<file path="src/rtl/countdown_timer.sv">
// BCD mm:ss countdown timer driven by the divider's half-second level.
// Optional registered warn output is built only when TIMER_WARN_EN is defined.
module countdown_timer #(
    parameter logic [7:0] DEF_MIN  = 8'h01,
    parameter logic [7:0] DEF_SEC  = 8'h30,
    parameter logic [7:0] WARN_SEC = 8'h10
) (
    input  logic       clk,
    input  logic       rst,
    input  logic       hsec_in,
    input  logic       start,
    input  logic       pause,
    input  logic       load,
    input  logic [7:0] load_min,
    input  logic [7:0] load_sec,
    output logic [7:0] min_bcd,
    output logic [7:0] sec_bcd,
    output logic       running,
    output logic       expired,
    output logic       alarm,
    output logic       flash
`ifdef TIMER_WARN_EN
    ,
    output logic       warn
`endif
);

    typedef enum logic [1:0] {
        S_IDLE,
        S_RUN,
        S_PAUSE,
        S_EXPIRED
    } state_e;

    state_e      state_q, state_d;
    logic [15:0] count_q, count_d;
    logic [15:0] reload_q, reload_d;
    logic        hsec_q;
    logic        expired_q, expired_d;
    logic        tick;
    logic [15:0] load_clamped;

    // One-second decrement with per-digit borrow; 00:00 stays put.
    function automatic logic [15:0] bcd_dec(input logic [15:0] c);
        logic [3:0] mt, mo, st, so;
        {mt, mo, st, so} = c;
        if (c != 16'h0000) begin
            if (so != 4'd0) begin
                so = so - 4'd1;
            end else begin
                so = 4'd9;
                if (st != 4'd0) begin
                    st = st - 4'd1;
                end else begin
                    st = 4'd5;
                    if (mo != 4'd0) begin
                        mo = mo - 4'd1;
                    end else begin
                        mo = 4'd9;
                        mt = mt - 4'd1;
                    end
                end
            end
        end
        return {mt, mo, st, so};
    endfunction

    function automatic logic [15:0] clamp_load(input logic [7:0] m, input logic [7:0] s);
        logic [3:0] mt, mo, st, so;
        mt = (m[7:4] > 4'd9) ? 4'd9 : m[7:4];
        mo = (m[3:0] > 4'd9) ? 4'd9 : m[3:0];
        st = (s[7:4] > 4'd5) ? 4'd5 : s[7:4];
        so = (s[3:0] > 4'd9) ? 4'd9 : s[3:0];
        return {mt, mo, st, so};
    endfunction

    // NOTE: sequential state uses non-blocking assignments so every register samples pre-edge values.
    always_ff @(posedge clk) begin
        if (rst) begin
            state_q   <= S_IDLE;
            count_q   <= {DEF_MIN, DEF_SEC};
            reload_q  <= {DEF_MIN, DEF_SEC};
            hsec_q    <= 1'b1;
            expired_q <= 1'b0;
        end else begin
            state_q   <= state_d;
            count_q   <= count_d;
            reload_q  <= reload_d;
            hsec_q    <= hsec_in;
            expired_q <= expired_d;
        end
    end

    // NOTE: every output of this block gets a default first, so no path can infer a latch.
    always_comb begin
        state_d      = state_q;
        count_d      = count_q;
        reload_d     = reload_q;
        expired_d    = 1'b0;
        tick         = hsec_in & ~hsec_q;
        load_clamped = clamp_load(load_min, load_sec);
        unique case (state_q)
            S_IDLE: begin
                if (load) begin
                    count_d  = load_clamped;
                    reload_d = load_clamped;
                end else if (start && count_q != 16'h0000) begin
                    state_d = S_RUN;
                end
            end
            S_RUN: begin
                // Pause wins over a coincident tick; load and start have no effect here.
                if (pause) begin
                    state_d = S_PAUSE;
                end else if (tick) begin
                    count_d = bcd_dec(count_q);
                    if (count_q == 16'h0001) begin
                        expired_d = 1'b1;
                        state_d   = S_EXPIRED;
                    end
                end
            end
            S_PAUSE: begin
                if (load) begin
                    count_d  = load_clamped;
                    reload_d = load_clamped;
                    state_d  = S_IDLE;
                end else if (start) begin
                    state_d = S_RUN;
                end
            end
            S_EXPIRED: begin
                if (load) begin
                    count_d  = load_clamped;
                    reload_d = load_clamped;
                    state_d  = S_IDLE;
                end else if (start) begin
                    count_d = reload_q;
                    state_d = S_RUN;
                end
            end
            default: state_d = S_IDLE;
        endcase
    end

    always_comb begin
        min_bcd = count_q[15:8];
        sec_bcd = count_q[7:0];
        running = (state_q == S_RUN);
        alarm   = (state_q == S_EXPIRED);
        expired = expired_q;
        flash   = (state_q == S_EXPIRED) & hsec_in;
    end

`ifdef TIMER_WARN_EN
    logic warn_q;

    // Computed from next-state values so warn changes on the same edge as the count.
    always_ff @(posedge clk) begin
        if (rst) begin
            warn_q <= 1'b0;
        end else begin
            warn_q <= (state_d == S_RUN || state_d == S_PAUSE) &&
                      (count_d <= {8'h00, WARN_SEC});
        end
    end

    assign warn = warn_q;
`endif

endmodule
</file>
<file path="config.mk">
export PLATFORM = sky130hd
export DESIGN_NAME = countdown_timer
export DESIGN_NICKNAME = d
export VERILOG_FILES = /design/src/rtl/countdown_timer.sv
export SDC_FILE = /design/constraint.sdc
export NUM_CORES = 1
export LEC_CHECK = 0
export BUFFER_PORTS_ARGS = -buffer_cell sky130_fd_sc_hd__buf_2
export CORE_MARGIN = 10
export CORE_UTILIZATION = 45
export DETAILED_ROUTE_END_ITERATION = 10
export PLACE_DENSITY_LB_ADDON = 0.05
export SLEW_MARGIN = 5
export SYNTH_ARGS = -nofsm -noshare
export SYNTH_HDL_FRONTEND = slang
export SYNTH_SLANG_ARGS = --single-unit
</file>
<file path="constraint.sdc">
create_clock -name clk -period 3.8 [get_ports clk]
set_input_delay 0.38 -clock clk [delete_from_list [all_inputs] [get_ports clk]]
set_output_delay 0.38 -clock clk [all_outputs]
set_load 0.01 [all_outputs]
</file>
==> metrics.yaml <==
p_leak_nw: 0.977
synth_top_area_share_pct: 33.1
setup_ws_ns: 1.08
cts_tree: "done"
synthDistinctLibCells: 57
synthTopCellsByCount: "36 x dfxtp_1, 34 x nand2_1, 30 x nor2_1"
clk_pin_slew_worst_paths_ns: 0.08
cpMaxStageDelayCell: "nor2_1"
grt_pass1_vias: 2006
root_buffer: "clkbuf_8"
synth_most_common_cell: "dfxtp_1"
synth_edf_count: 0
avgSynthCellArea_um2: 7.90
fmax_mhz: 368
syn-instance-count: 276
drc: 0
finalSetupTns_ns: 0
cts_buffer_depth: 2
antenna_found_initial: 0
dieHeight_um: 89.6
floorplan.initialDensity_pct: 46.1
gr-total-overflow: 0
yosysWarningCount: 0
num_rows: 25
postCtsSetupBuffers: 0
synthArstFlopShare_pct: 0
final_nets: 332
drive_gt1_share_pct: 21.0
clk_latency_ns: 0.30
vias_per_cell: 5.72
synth_nets: 300
grt_pass1_wl_um: 10000
first_pass_iters: 6
crit_fanout: 20
worstPathArrival_ns: 2.96
wl_met1_um: 2980
setup_violations: 0
synth.area.top_cells: "dfxtp_1 33%, nand2_1 5.9%, a21oi_1 5.3%"
maxSlewViolCount: 0
rsz0062_at_grt: "false"
hold_viol: 0
synth_top_cell_by_area: "dfxtp_1"
path_class: "reg -> reg"
gp_congestion: 0.822
hold_path.class: "in -> reg"
cts_num_sinks: 36
ant_nets: 0
worstSetupEndpointType: "flip-flop"
io_buffers: 41
seq_area_frac_synth_pct: 33.1
cts_buffers: 5
maxCapViolations: 0
core_mm2: 0.00472
die_w_um: 89.6
vias: 2149
grt_max_degree: 47
critical_path_buf_inv_count: 2
ir_drop_mv: 0.176
num_io_pins: 42
period_needed_ns: 2.72
synth_area_mm2: 0.00218
cts_resized: 0
tightest_slew_ns: 1.05
ys.flop_type: "dfxtp_1"
clock_skew_ns: 0.00531
power.density_mw_per_mm2: 400
htreeDepth: 2
num_antenna_cells: 0
worstSetupStartpointType: "flip-flop"
fin_crit_sh_pct: 71.6
path_cells: "nand2b_1 > buf_4 > inv_1 > nor2_1 > and3_1 > a211o_1"
hpwl_um: 4550
dieArea_mm2: 0.00803
track_usage_pct: 16.0
topRoutingLayerUsed: "met4"
drt-total-wl_um: 6180
cts_hold_buf: 0
wl_met3_um: 440
cp_top_family: "simple AND/OR/NAND/NOR gates"
syn2layout_area_growth_pct: 14.2
max_stage_delay_ns: 0.86
drtIter0Drc: 158
wl_met2_um: 2670
wl_per_cell_um: 16.4
relSlewSlack_pct: 29.9
status: "complete, no violations"
dp_slack_ns: 1.11
crit_required_ns: 4.04
ys_ff_latch: 36
## cells by family (layout without fill, tap and decap cells)
| logic type | after synthesis | after routing | synth area share, % |
|---|---|---|---|
| compound gates | 90 | 90 | 29.6 |
| xor+xnor | 1 | 1 | 0.402 |
| fa+ha+maj | 2 | 2 | 1.15 |
| buf+inv | 26 | 59 | 5.17 |
| flops | 36 | 36 | 33.1 |
| mux | 9 | 9 | 4.36 |
| simple gates | 112 | 112 | 26.2 |
## state kept, by name (all words and copies together) (netlist names)
name      count
count_q      16
reload_q     16
state_q       2
expired       1
hsec_q        1
## per-layer routing
layer  global-route usage (%)  up-vias
met5                        0        -
met2                     22.5       73
met4                     5.78        0
met1                     22.9      987
li1                         -     1079
met3                     3.61       10
## report_power, final
part,internal [mW],total [mW],switching (mW)
Combinational,0.103,0.251,0.148
Sequential,0.409,0.457,0.0473
Clock,0.145,0.289,0.144
Total,0.657,0.997,0.340
## cell usage in the layout (no fill, tap or decap), types with 2 or more instances in the layout
cell,n
nand2b_1,9
clkbuf_8,6
nor2_1,30
o21ai_2,2
nand3_1,3
dfxtp_1,36
and2_1,2
a21oi_1,23
nor3_1,8
o21ai_0,12
nor4_1,3
clkinv_1,2
inv_1,7
a32o_1,2
a211oi_1,10
and3_1,2
o22ai_1,9
o21a_1,3
clkinv_2,2
nand2_1,34
ha_1,2
a22o_1,3
buf_2,41
mux2i_1,8
nor4_4,2
a211o_1,4
nor2b_1,10
o311ai_0,2
or2_2,2
a221oi_1,3
## per-stage QoR
stage	total power, mW	std cells	hold WS [ns]	util, %	area [um^2]
after global routing	1.05	376	0.305	52.7	2490
after floorplan	0.633	276	0.432	-	2180
final	0.997	376	0.308	52.7	2490
after global placement	0.715	368	0.442	50.8	2400
after CTS	1.00	376	0.292	52.7	2490
after detailed placement	0.715	368	0.453	50.8	2400
## cell type report
cell class                      instances  area [um^2]
Clock buffer                            6         82.6
Clock inverter                          2         10.0
Fill cell                             479         2230
Inverter                                9         33.8
Multi-Input combinational cell        214         1350
Sequential cell                        36          721
Tap cell                               67         83.8
Timing Repair Buffer                   42          213
## path summary, 6_finish.rpt
path                            cells past startpoint        start          end  slack [ns]
worst max register to register                      6   state_q[1]  reload_q[5]        1.08
worst min-delay path                                2        pause      expired        0.31
worst min register to register                      2  reload_q[9]  reload_q[9]        0.46
worst max-delay path                                6   state_q[1]  reload_q[5]        1.08
(Power assumes the default switching activity.)
